===== src/rtl/mem_port_sched_if.sv =====
// mem_port_sched_if: load, store, memory and completion signals of the data-memory port scheduler
interface mem_port_sched_if;
  logic        ld_valid;
  logic [3:0]  ld_op;
  logic [31:0] ld_addr;
  logic [31:0] ld_pc;
  logic        ld_ready;
  logic        st_valid;
  logic [3:0]  st_op;
  logic [31:0] st_addr;
  logic [31:0] st_data;
  logic [31:0] st_pc;
  logic        st_ready;
  logic        mem_req;
  logic        mem_we;
  logic [31:0] mem_addr;
  logic [3:0]  mem_wstrb;
  logic [31:0] mem_wdata;
  logic        mem_ack;
  logic [31:0] mem_rdata;
  logic        ld_done;
  logic [31:0] ld_done_pc;
  logic [31:0] ld_done_data;
  logic        st_done;
  logic [31:0] st_done_pc;
  logic        done_err;
  modport slave (
    input  ld_valid, ld_op, ld_addr, ld_pc, st_valid, st_op, st_addr, st_data, st_pc, mem_ack, mem_rdata,
    output ld_ready, st_ready, mem_req, mem_we, mem_addr, mem_wstrb, mem_wdata,
           ld_done, ld_done_pc, ld_done_data, st_done, st_done_pc, done_err
  );
  modport master (
    output ld_valid, ld_op, ld_addr, ld_pc, st_valid, st_op, st_addr, st_data, st_pc, mem_ack, mem_rdata,
    input  ld_ready, st_ready, mem_req, mem_we, mem_addr, mem_wstrb, mem_wdata,
           ld_done, ld_done_pc, ld_done_data, st_done, st_done_pc, done_err
  );
endinterface


===== src/rtl/mem_port_sched.sv =====
// mem_port_sched: store-favoured load/store arbiter with starvation guard driving one data-memory port
module mem_port_sched #(
  parameter int STARVE_LIMIT = 4
) (
  input logic clk,
  input logic rstn,
  mem_port_sched_if.slave bus
);
  typedef enum logic {IDLE, MEM_WAIT} state_t;
  state_t state, state_n;
  logic [3:0] streak;
  logic ld_win, ld_acc, st_acc, grant, ld_ok, st_ok, acc_ok, done, sb;
  logic is_ld, lb_q;
  logic [1:0] lane_q;
  logic [31:0] pc_q;
  logic [7:0] rd_byte;
  assign ld_win = bus.ld_valid && (!bus.st_valid || streak == 4'(STARVE_LIMIT));
  assign bus.ld_ready = rstn && state == IDLE && ld_win;
  assign bus.st_ready = rstn && state == IDLE && bus.st_valid && !ld_win;
  assign ld_acc = bus.ld_ready;
  assign st_acc = bus.st_ready;
  assign grant = ld_acc || st_acc;
  assign ld_ok = bus.ld_op == 4'd7 || (bus.ld_op == 4'd8 && bus.ld_addr[1:0] == 2'b00);
  assign st_ok = bus.st_op == 4'd9 || (bus.st_op == 4'd10 && bus.st_addr[1:0] == 2'b00);
  assign acc_ok = ld_acc ? ld_ok : st_ok;
  assign done = state == MEM_WAIT && bus.mem_ack;
  assign sb = bus.st_op == 4'd9;
  assign rd_byte = 8'(bus.mem_rdata >> {lane_q, 3'b000});
  assign bus.mem_req = state == MEM_WAIT;
  always_comb begin
    state_n = state;
    if (state == IDLE && grant && acc_ok) state_n = MEM_WAIT;
    else if (done) state_n = IDLE;
  end
  always_ff @(posedge clk) state <= !rstn ? IDLE : state_n;
  always_ff @(posedge clk)
    if (!rstn) begin
      streak <= '0;
      is_ld <= 1'b0;
      lb_q <= 1'b0;
      lane_q <= '0;
      pc_q <= '0;
      bus.mem_we <= 1'b0;
      bus.mem_addr <= '0;
      bus.mem_wstrb <= '0;
      bus.mem_wdata <= '0;
      bus.ld_done <= 1'b0;
      bus.st_done <= 1'b0;
      bus.done_err <= 1'b0;
      bus.ld_done_pc <= '0;
      bus.ld_done_data <= '0;
      bus.st_done_pc <= '0;
    end else begin
      bus.ld_done <= 1'b0;
      bus.st_done <= 1'b0;
      bus.done_err <= 1'b0;
      // a store grant only extends the streak when a load was left waiting
      if (grant) streak <= (ld_acc || !bus.ld_valid) ? 4'd0 : (streak == 4'(STARVE_LIMIT) ? streak : streak + 4'd1);
      if (grant && !acc_ok) begin
        bus.ld_done <= ld_acc;
        bus.st_done <= st_acc;
        bus.done_err <= 1'b1;
        if (ld_acc) begin
          bus.ld_done_pc <= bus.ld_pc;
          bus.ld_done_data <= '0;
        end else bus.st_done_pc <= bus.st_pc;
      end
      if (grant && acc_ok) begin
        is_ld <= ld_acc;
        lb_q <= ld_acc && bus.ld_op == 4'd7;
        lane_q <= ld_acc ? bus.ld_addr[1:0] : bus.st_addr[1:0];
        pc_q <= ld_acc ? bus.ld_pc : bus.st_pc;
        bus.mem_we <= st_acc;
        bus.mem_addr <= ld_acc ? {bus.ld_addr[31:2], 2'b00} : {bus.st_addr[31:2], 2'b00};
        bus.mem_wstrb <= ld_acc ? 4'b0000 : (sb ? 4'b0001 << bus.st_addr[1:0] : 4'b1111);
        bus.mem_wdata <= ld_acc ? 32'd0 : (sb ? {4{bus.st_data[7:0]}} : bus.st_data);
      end
      if (done) begin
        bus.ld_done <= is_ld;
        bus.st_done <= !is_ld;
        if (is_ld) begin
          bus.ld_done_pc <= pc_q;
          bus.ld_done_data <= lb_q ? {{24{rd_byte[7]}}, rd_byte} : bus.mem_rdata;
        end else bus.st_done_pc <= pc_q;
      end
    end
endmodule


===== src/flat_wrapper.sv =====
// flat-port wrapper written by rule: the top's interface ports become plain ports
module mem_port_sched_flat 
#(
  parameter int STARVE_LIMIT = 4
)
  (clk, rstn, bus_ld_valid, bus_ld_op, bus_ld_addr, bus_ld_pc, bus_st_valid, bus_st_op, bus_st_addr, bus_st_data, bus_st_pc, bus_mem_ack, bus_mem_rdata, bus_ld_ready, bus_st_ready, bus_mem_req, bus_mem_we, bus_mem_addr, bus_mem_wstrb, bus_mem_wdata, bus_ld_done, bus_ld_done_pc, bus_ld_done_data, bus_st_done, bus_st_done_pc, bus_done_err);
  mem_port_sched_if bus_i ();
  input logic clk;
  input logic rstn;
  input wire logic [$bits(bus_i.ld_valid)-1:0] bus_ld_valid;
  input wire logic [$bits(bus_i.ld_op)-1:0] bus_ld_op;
  input wire logic [$bits(bus_i.ld_addr)-1:0] bus_ld_addr;
  input wire logic [$bits(bus_i.ld_pc)-1:0] bus_ld_pc;
  input wire logic [$bits(bus_i.st_valid)-1:0] bus_st_valid;
  input wire logic [$bits(bus_i.st_op)-1:0] bus_st_op;
  input wire logic [$bits(bus_i.st_addr)-1:0] bus_st_addr;
  input wire logic [$bits(bus_i.st_data)-1:0] bus_st_data;
  input wire logic [$bits(bus_i.st_pc)-1:0] bus_st_pc;
  input wire logic [$bits(bus_i.mem_ack)-1:0] bus_mem_ack;
  input wire logic [$bits(bus_i.mem_rdata)-1:0] bus_mem_rdata;
  output wire logic [$bits(bus_i.ld_ready)-1:0] bus_ld_ready;
  output wire logic [$bits(bus_i.st_ready)-1:0] bus_st_ready;
  output wire logic [$bits(bus_i.mem_req)-1:0] bus_mem_req;
  output wire logic [$bits(bus_i.mem_we)-1:0] bus_mem_we;
  output wire logic [$bits(bus_i.mem_addr)-1:0] bus_mem_addr;
  output wire logic [$bits(bus_i.mem_wstrb)-1:0] bus_mem_wstrb;
  output wire logic [$bits(bus_i.mem_wdata)-1:0] bus_mem_wdata;
  output wire logic [$bits(bus_i.ld_done)-1:0] bus_ld_done;
  output wire logic [$bits(bus_i.ld_done_pc)-1:0] bus_ld_done_pc;
  output wire logic [$bits(bus_i.ld_done_data)-1:0] bus_ld_done_data;
  output wire logic [$bits(bus_i.st_done)-1:0] bus_st_done;
  output wire logic [$bits(bus_i.st_done_pc)-1:0] bus_st_done_pc;
  output wire logic [$bits(bus_i.done_err)-1:0] bus_done_err;
  assign bus_i.ld_valid = bus_ld_valid;
  assign bus_i.ld_op = bus_ld_op;
  assign bus_i.ld_addr = bus_ld_addr;
  assign bus_i.ld_pc = bus_ld_pc;
  assign bus_i.st_valid = bus_st_valid;
  assign bus_i.st_op = bus_st_op;
  assign bus_i.st_addr = bus_st_addr;
  assign bus_i.st_data = bus_st_data;
  assign bus_i.st_pc = bus_st_pc;
  assign bus_i.mem_ack = bus_mem_ack;
  assign bus_i.mem_rdata = bus_mem_rdata;
  assign bus_ld_ready = bus_i.ld_ready;
  assign bus_st_ready = bus_i.st_ready;
  assign bus_mem_req = bus_i.mem_req;
  assign bus_mem_we = bus_i.mem_we;
  assign bus_mem_addr = bus_i.mem_addr;
  assign bus_mem_wstrb = bus_i.mem_wstrb;
  assign bus_mem_wdata = bus_i.mem_wdata;
  assign bus_ld_done = bus_i.ld_done;
  assign bus_ld_done_pc = bus_i.ld_done_pc;
  assign bus_ld_done_data = bus_i.ld_done_data;
  assign bus_st_done = bus_i.st_done;
  assign bus_st_done_pc = bus_i.st_done_pc;
  assign bus_done_err = bus_i.done_err;
  mem_port_sched #(.STARVE_LIMIT(STARVE_LIMIT)) u_core (.clk(clk), .rstn(rstn), .bus(bus_i));
endmodule

===== config.mk =====
export PLATFORM = sky130hd
export DESIGN_NAME = mem_port_sched_flat
export DESIGN_NICKNAME = d
export VERILOG_FILES = /design/src/rtl/mem_port_sched_if.sv /design/src/rtl/mem_port_sched.sv /design/src/flat_wrapper.sv
export SDC_FILE = /design/constraint.sdc
export NUM_CORES = 1
export LEC_CHECK = 0
export ABC_AREA = 1
export BUFFER_PORTS_ARGS = -buffer_cell sky130_fd_sc_hd__buf_2
export CAP_MARGIN = 20
export CORE_AREA = 2 2 147 149
export CTS_BUF_LIST = sky130_fd_sc_hd__clkbuf_8
export CTS_CLUSTER_SIZE = 12
export DETAILED_ROUTE_END_ITERATION = 6
export DIE_AREA = 0 0 149 151
export PLACE_DENSITY = 0.78
export SLEW_MARGIN = 20
export SYNTH_ARGS = -nofsm -noshare
export SYNTH_HDL_FRONTEND = slang
export SYNTH_SLANG_ARGS = --single-unit

===== constraint.sdc =====
create_clock -name clk -period 1.8 [get_ports clk]
set_input_delay 0.36 -clock clk [delete_from_list [all_inputs] [get_ports clk]]
set_output_delay 0.36 -clock clk [all_outputs]
set_load 0.02 [all_outputs]

==> summary.txt, run 1 <==
Status
  – Outcome: complete, but fails checks
  – Failing checks: setup timing

Placed design
  – Dpl cell area: 12200 um2
  – Number of port buffers: 373
  – HPWL Detailed: 21.9 mm
  – Placer Congestion: 0.868
  – Dpl cells: 2146

Power and ir drop
  – Leakage power: 7.26 nW
  – Maximum vdd drop: 672 uV
  – Combinational Power Share: 0.164
  – Sw Share: 0.282
  – Internal: 0.00791 W
  – Pwr Density: 794 nW/um2
  – Tot Pwr: 0.0110 W
  – Psw: 0.00310 W
  – Reg power frac: 0.442
  – Clk pwr share: 0.394

Synthesis
  – Cell variety after synth: 26
  – Post-synthesis sequential area ratio: 0.419
  – Register bit total from synthesis: 207
  – Synthesized instance count: 1556
  – Syn avg cell area: 6.36 um2
  – Post-Syn Area: 9890 um2
  – Yosys top cell by area: dfxtp_1
  – Post-synth top area share: 0.419
  – Yosys synthesis warning count: 0
  – Most area-consuming cells after synthesis: dfxtp_1 (42%), nand2_1 (17%), o21ai_0 (12%)

Clock network
  – CTS Buf Count: 37
  – Clk_lat worst skew: 0.52 ns
  – Clk slew on worst S/H paths: 0.06 ns
  – Post-CTS Hold Buffers: 0
  – CTS root buf: clkbuf_8
  – CTS tree: built
  – H-tree Lvls: 2
  – Clk sink count: 207
  – Longest Clk Path Bufs: 3

Setup path
  – CP startpoint kind: register
  – Setup CP Type: reg -> out
  – Worst setup EP type: primary output
  – Crit path to: bus_ld_ready
  – CP startpoint: u_core.streak[0]$_SDFFE_PN0P_
  – Reg2reg start: u_core.streak[0]$_SDFFE_PN0P_
  – Cell depth of the worst flop-to-flop path: 15
  – CP required: 1.44 ns
  – Reg2reg setup slack: -0.09 ns
  – CP Max Fanout: 3
  – R2r endpoint: u_core.bus.mem_wdata[18]$_SDFFE_PN0P_
  – Crit path DAT: 1.59 ns

Global route
  – Grt ovf: 0
  – GRT Total Usage: 0.288
  – Number of global-route vias before repair: 10419
  – Initial antenna violation count: 1
  – Largest net degree at the start of global routing: 150
  – Wire length of the first global-routing pass: 51.9 mm

Floorplan
  – Initial Utilization: 0.475
  – Die H: 151 um
  – Die width: 149 um
  – Die ar.: 22500 um2
  – Row count: 53
  – Core box area: 20800 um2
  – I/O pin cnt: 376

Routing
  – Drt wl/cell: 16.1 um
  – Total Wirelength: 36.0 mm
  – Detailed Route Iter0 Violations: 840
  – Detail Route Antenna Nets: 0
  – DR DRC count: 0
  – Drt pass-1 iters: 5
  – Via/cell ratio: 5.23
  – Vias: 11701

Timing
  – Final Slew Violations: 0
  – Final worst slack: -0.146 ns
  – RSZ-0062 raised after global routing: true
  – Min Clock Period, post-route: 1.95 ns
  – Setup TNS: -3.55 ns
  – Clock skew: 0.0168 ns
  – Period utilization: 1.08
  – Worst-margin pin slew: 0.646 ns
  – Final Setup Violations: 73
  – Slew headroom: 0.569
  – Final Hold Viols: 0
  – Highest Clock Rate: 0.514 GHz

Cells and area
  – Ratio of cells with drive above 1 in the final layout: 0.290
  – Non-Filler Instances: 2237
  – Fillers: 1817
  – Final core utilization: 0.666
  – Layout area overhead: 40.2%
  – Design Area, Final: 13900 um2
  – Layout net count: 2147

Run
  – Max-cap viol count: 0

Worst hold path
  – Worst hold path class: in -> reg
==> what timing repair did <==
action,4_1_cts,5_1_grt
cloned,7,13
pin swaps,7,29
setup endpoints to repair,130,172
buffers inserted,8,7
resized for setup,47,125
==> metal layers <==
layer	vias up	GRT usage	wire [um]
met2	618	0.482	17100
met3	90	0.0587	3300
met5	-	0	0
li1	5683	-	-
met4	0	0.133	1260
met1	5310	0.359	14300
==> cell usage after synthesis, drive strengths merged <==
master	n
inv	104
a21oi	99
nor3	3
clkbuf	70
or2	1
dfxtp	207
o211ai	13
nand2	450
clkinv	3
ha	2
buf	38
nand4	2
o21ai	238
conb	1
nand3	32
and3	1
nor2	292
==> power groups by stage <==
| stage | Clock (W) | Combinational [W] | Sequential [W] |
|---|---|---|---|
| 6_report | 0.00434 | 0.00180 | 0.00486 |
| 5_1_grt | 0.00461 | 0.00198 | 0.00488 |
| 4_1_cts | 0.00439 | 0.00166 | 0.00485 |
| 3_5_place_dp | 0 | 0.00154 | 0.00495 |
| 3_3_place_gp | 0 | 0.00152 | 0.00495 |
| 2_1_floorplan | 0 | 0.000748 | 0.00510 |
==> flip-flops by register name (all words and copies together), names as in the netlist <==
signal	flops
u_core.bus.ld_done	1
u_core.bus.mem_we	1
u_core.bus.mem_req	1
u_core.bus.ld_done_data	32
u_core.bus.ld_done_pc	32
u_core.is_ld	1
u_core.bus.st_done	1
u_core.lb_q	1
u_core.streak	4
u_core.lane_q	2
u_core.bus.mem_wdata	32
u_core.pc_q	32
u_core.bus.st_done_pc	32
u_core.bus.done_err	1
u_core.bus.mem_addr	30
u_core.bus.mem_wstrb	4
==> kinds of logic after synthesis <==
group / after synthesis / share of synthesized area
buf+inv: 215 / 0.0918
flops: 207 / 0.419
simple gates: 781 / 0.306
compound gates: 350 / 0.181
fa+ha+maj: 2 / 0.00253
other cells: 1 / 0.000379
==> worst min path at each step <==
stage,from,to,cells after the start
6_report,bus_st_data[5],u_core.bus.mem_wdata[5]$_SDFFE_PN0P_,3
5_1_grt,bus_st_data[5],u_core.bus.mem_wdata[5]$_SDFFE_PN0P_,3
4_1_cts,bus_st_data[5],u_core.bus.mem_wdata[5]$_SDFFE_PN0P_,3
3_5_place_dp,u_core.bus.mem_we$_SDFFE_PN0P_,u_core.bus.mem_we$_SDFFE_PN0P_,2
3_3_place_gp,u_core.bus.mem_we$_SDFFE_PN0P_,u_core.bus.mem_we$_SDFFE_PN0P_,2
2_1_floorplan,u_core.is_ld$_SDFFE_PN0P_,u_core.is_ld$_SDFFE_PN0P_,2
==> stage by stage <==
| step | worst slack [ns] | hold WS (ns) |
|---|---|---|
| floorplan | 0.0984 | 0.453 |
| global placement | -0.0287 | 0.436 |
| detailed placement | -0.118 | 0.444 |
| CTS | -0.135 | 0.0605 |
| global route | -0.245 | 0.103 |
| finish | -0.146 | 0.0842 |
==> final cells by class <==
cell class              count  area (um2)  area share
clock inverters            11        45.0     0.00325
repair buffers            452        3120       0.225
inverters                 107         407      0.0293
well taps                 275         344      0.0248
multi-input cells        1135        5130       0.370
diodes                      1        2.50    0.000180
clock buffers              49         674      0.0486
flip-flops and latches    207        4150       0.299
==> critical path: stages (launching register included) <==
cell and delay (ns):
dfxtp_2 0.33, inv_2 0.05, ha_4 0.16, nand3_4 0.08
nand2_4 0.06, nand3_4 0.07, clkinv_4 0.07, buf_12 0.13
buf_8 0.12
==> cells in the final DEF, fill, tap and decap left out, types with 2 or more instances in the layout <==
master / count
clkinv_2: 3
conb_1: 2
buf_6: 6
nand4_1: 2
o211ai_1: 12
buf_2: 370
dfxtp_2: 2
dfxtp_1: 205
buf_12: 21
nand2_2: 12
a21oi_2: 7
nor2_4: 5
inv_1: 106
nand3_1: 27
inv_2: 5
buf_16: 4
clkbuf_8: 49
nor3_1: 3
buf_8: 5
a21oi_1: 91
o21ai_1: 57
nand3_2: 2
nor2_2: 3
o21ai_0: 173
nand2_1: 426
o21ai_2: 8
clkinv_1: 3
nor2_1: 284
nand2_4: 9
buf_4: 32
nand2_8: 3
clkbuf_16: 13
nand3_4: 3
Note: power is estimated with default switching activity, not from simulation.
==> run 2, diff against run 1 <==
--- a/config.mk
+++ b/config.mk
@@ -13,6 +13,7 @@
 export CTS_CLUSTER_SIZE = 12
 export DETAILED_ROUTE_END_ITERATION = 6
 export DIE_AREA = 0 0 149 151
+export HOLD_SLACK_MARGIN = 0.12
 export PLACE_DENSITY = 0.78
 export SLEW_MARGIN = 20
 export SYNTH_ARGS = -nofsm -noshare
==> run 2 against run 1 <==
Compared with the run above: the run still ends with setup timing left; cell area is 1.0% higher; critical path type unchanged; non-clock buffer count is 11 higher; core utilization is 0.70 points higher.
==> summary.txt, run 2 (synthesized netlist as in run 1, its figures left out) <==
Status
  – Outcome: complete, but fails checks
  – Failing checks: setup timing

Power and ir drop
  – Maximum vdd drop: 679 uV (+0.93%)
  – Pwr Density: 789 nW/um2 (-0.52%)
  – Leakage power: 7.32 nW (+0.80%)

Floorplan
  – Die H: 151 um (unchanged)
  – Core box area: 20800 um2 (unchanged)
  – I/O pin cnt: 376 (unchanged)
  – Row count: 53 (unchanged)
  – Initial Utilization: 0.475 (unchanged)
  – Die width: 149 um (unchanged)
  – Die ar.: 22500 um2 (unchanged)

Cells and area
  – Commonest non-fill, non-tap cell in the layout: nand2_1
  – Total area of sequential cells: 4150 um2 (unchanged)
  – Layout area overhead: 41.6%
  – Multi-input logic area: 5150 um2 (+0.39%)
  – Ratio of cells with drive above 1 in the final layout: 0.295 (+0.00498)
  – Commonest non-fill, non-tap cells in the layout: nand2_1 (427), buf_2 (370), nor2_1 (279)
  – Fillers: 1781 (-2.0%)
  – Layout net count: 2158 (+0.51%)

Timing
  – Clock skew: 0.0324 ns (+0.0156 ns)
  – Worst-margin pin slew: 0.612 ns (-0.0337 ns)
  – Min Clock Period, post-route: 2.00 ns (+0.0520 ns)
  – Final Setup Violations: 105 (+44%)
  – Final hold slack: 0.131 ns (+0.0466 ns)
  – Final worst slack: -0.198 ns (-0.0520 ns)
  – Final Slew Violations: 0 (unchanged)
  – RSZ-0062 raised after global routing: true
  – Slew headroom: 0.592 (+0.0225)
  – Setup TNS: -9.92 ns (-6.36 ns)
  – Final Hold Viols: 0 (unchanged)
  – Highest Clock Rate: 0.500 GHz (-2.6%)
  – Period utilization: 1.11 (+0.0289)

Routing
  – Vias: 11882 (+1.5%)
  – Drt wl/cell: 16.4 um (+1.8%)
  – DR DRC count: 0 (unchanged)
  – Detailed Route Iter0 Violations: 850 (+1.2%)
  – Drt pass-1 iters: 5 (unchanged)
  – Total Wirelength: 36.8 mm (+2.3%)
  – Via/cell ratio: 5.28 (+0.96%)
  – Detail Route Antenna Nets: 0 (unchanged)

Setup path
  – Crit path DAT: 1.64 ns (+0.05 ns)
  – CP startpoint kind: register
  – CP cell instances: inv_2 > ha_4 > nand3_4 > nand2_4 > nand3_4 > clkinv_4 > buf_12 > buf_8
  – Most repeated library cell on the critical path: nand3_4
  – CP Max Fanout: 3 (unchanged)
  – Max incr delay on CP: 0.33 ns (about the same)
  – Cell depth of the worst flop-to-flop path: 15 (unchanged)
  – Setup CP Type: reg -> out
  – Worst setup EP type: primary output
  – CP required: 1.44 ns (about the same)
  – CP max-delay cell: dfxtp_2

Worst hold path
  – Worst hold path class: in -> reg
  – Hold-critical path depth: 3 (unchanged)

Global route
  – Largest net degree at the start of global routing: 150 (unchanged)
  – Initial antenna violation count: 2 (+1)
  – Wire length of the first global-routing pass: 52.3 mm (+0.73%)
  – GRT Total Usage: 0.291 (+0.00251)
  – Grt ovf: 0 (unchanged)
  – Number of global-route vias before repair: 10533 (+1.1%)

Run
  – Max-cap viol count: 0 (unchanged)

Placed design
  – Number of port buffers: 373 (unchanged)
  – Placer Congestion: 0.868 (unchanged)
  – HPWL Detailed: 21.9 mm (unchanged)

Clock network
  – CTS Buf Count: 37 (unchanged)
  – CTS tree: built
  – Clk_lat worst skew: 0.54 ns (+0.02 ns)
  – Clk sink count: 207 (unchanged)
  – Longest Clk Path Bufs: 3 (unchanged)
  – CTS root buf: clkbuf_8
  – Clk slew on worst S/H paths: 0.06 ns (about the same)
  – H-tree Lvls: 2 (unchanged)
-- run 2: changes by cell type in the layout (fill, tap and decap cells not counted), moves of 2 or more --
cell | before | now
buf_6 | 6 | 8
nor2_2 | 3 | 8
dlygate4sd3_1 | 0 | 6
o21ai_0 | 173 | 169
buf_4 | 32 | 34
o21ai_2 | 8 | 11
diode_2 | 1 | 3
nor2_1 | 284 | 279
-- run 2: worst paths after layout --
kind	from	endpoint	slack (ns)
max	u_core.streak[0]$_SDFFE_PN0P_	bus_ld_ready	-0.20
min	bus_mem_rdata[6]	u_core.bus.ld_done_data[6]$_SDFF_PN0_	0.13
max reg2reg	u_core.streak[0]$_SDFFE_PN0P_	u_core.pc_q[21]$_SDFFE_PN0P_	-0.18
min reg2reg	u_core.bus.mem_we$_SDFFE_PN0P_	u_core.bus.mem_we$_SDFFE_PN0P_	0.46
-- run 2: power breakdown --
group,switching (W),internal [W],leakage (nW)
combinational,0.00107,0.000765,5.24
sequential,0.000111,0.00475,1.68
clock,0.00195,0.00241,0.407
total,0.00314,0.00793,7.32
-- run 2: through the flow --
| stage | power [W] | setup WS [ns] | cells | utilization | cell area (um2) |
|---|---|---|---|---|---|
| after global placement | 0.00647 | -0.0287 | 2146 | 0.584 | 12200 |
| after CTS | 0.0109 | -0.135 | 2227 | 0.642 | 13400 |
| after detailed placement | 0.00649 | -0.118 | 2146 | 0.584 | 12200 |
| after floorplan | 0.00584 | 0.0984 | 1557 | - | 9900 |
| after global routing | 0.0115 | -0.259 | 2249 | 0.673 | 14000 |
| final | 0.0111 | -0.198 | 2250 | 0.673 | 14000 |
-- run 2: final cells by class --
cell class / count / area share
repair buffers: 463 / 0.231
multi-input cells: 1135 / 0.367
inverters: 107 / 0.0290
flip-flops and latches: 207 / 0.296
diodes: 3 / 0.000536
well taps: 275 / 0.0246
clock inverters: 11 / 0.00321
clock buffers: 49 / 0.0481
-- run 2: worst max-delay path, delay by kind of cell (launching register included) --
kind                     cells  cell delay [ns]
adder cells (fa/ha/maj)      1             0.16
buffers and inverters        4             0.38
flip-flops                   1             0.33
AND/OR/NAND/NOR              3             0.23
-- run 2: timing repair --
item,4_1_cts,5_1_grt
pin swaps,7,32
gates cloned,7,15
gates resized for setup,47,136
hold buffers,6,0
setup buffers,8,10
hold endpoints to repair,6,0
endpoints found under the setup margin,130,172
-- run 2: routing by layer --
layer / up-vias / routed length, um / track usage
li1: 5707 / - / -
met1: 5386 / 14500 / 0.359
met2: 680 / 17300 / 0.484
met3: 109 / 3620 / 0.0596
met4: 0 / 1390 / 0.144
met5: - / 0 / 0
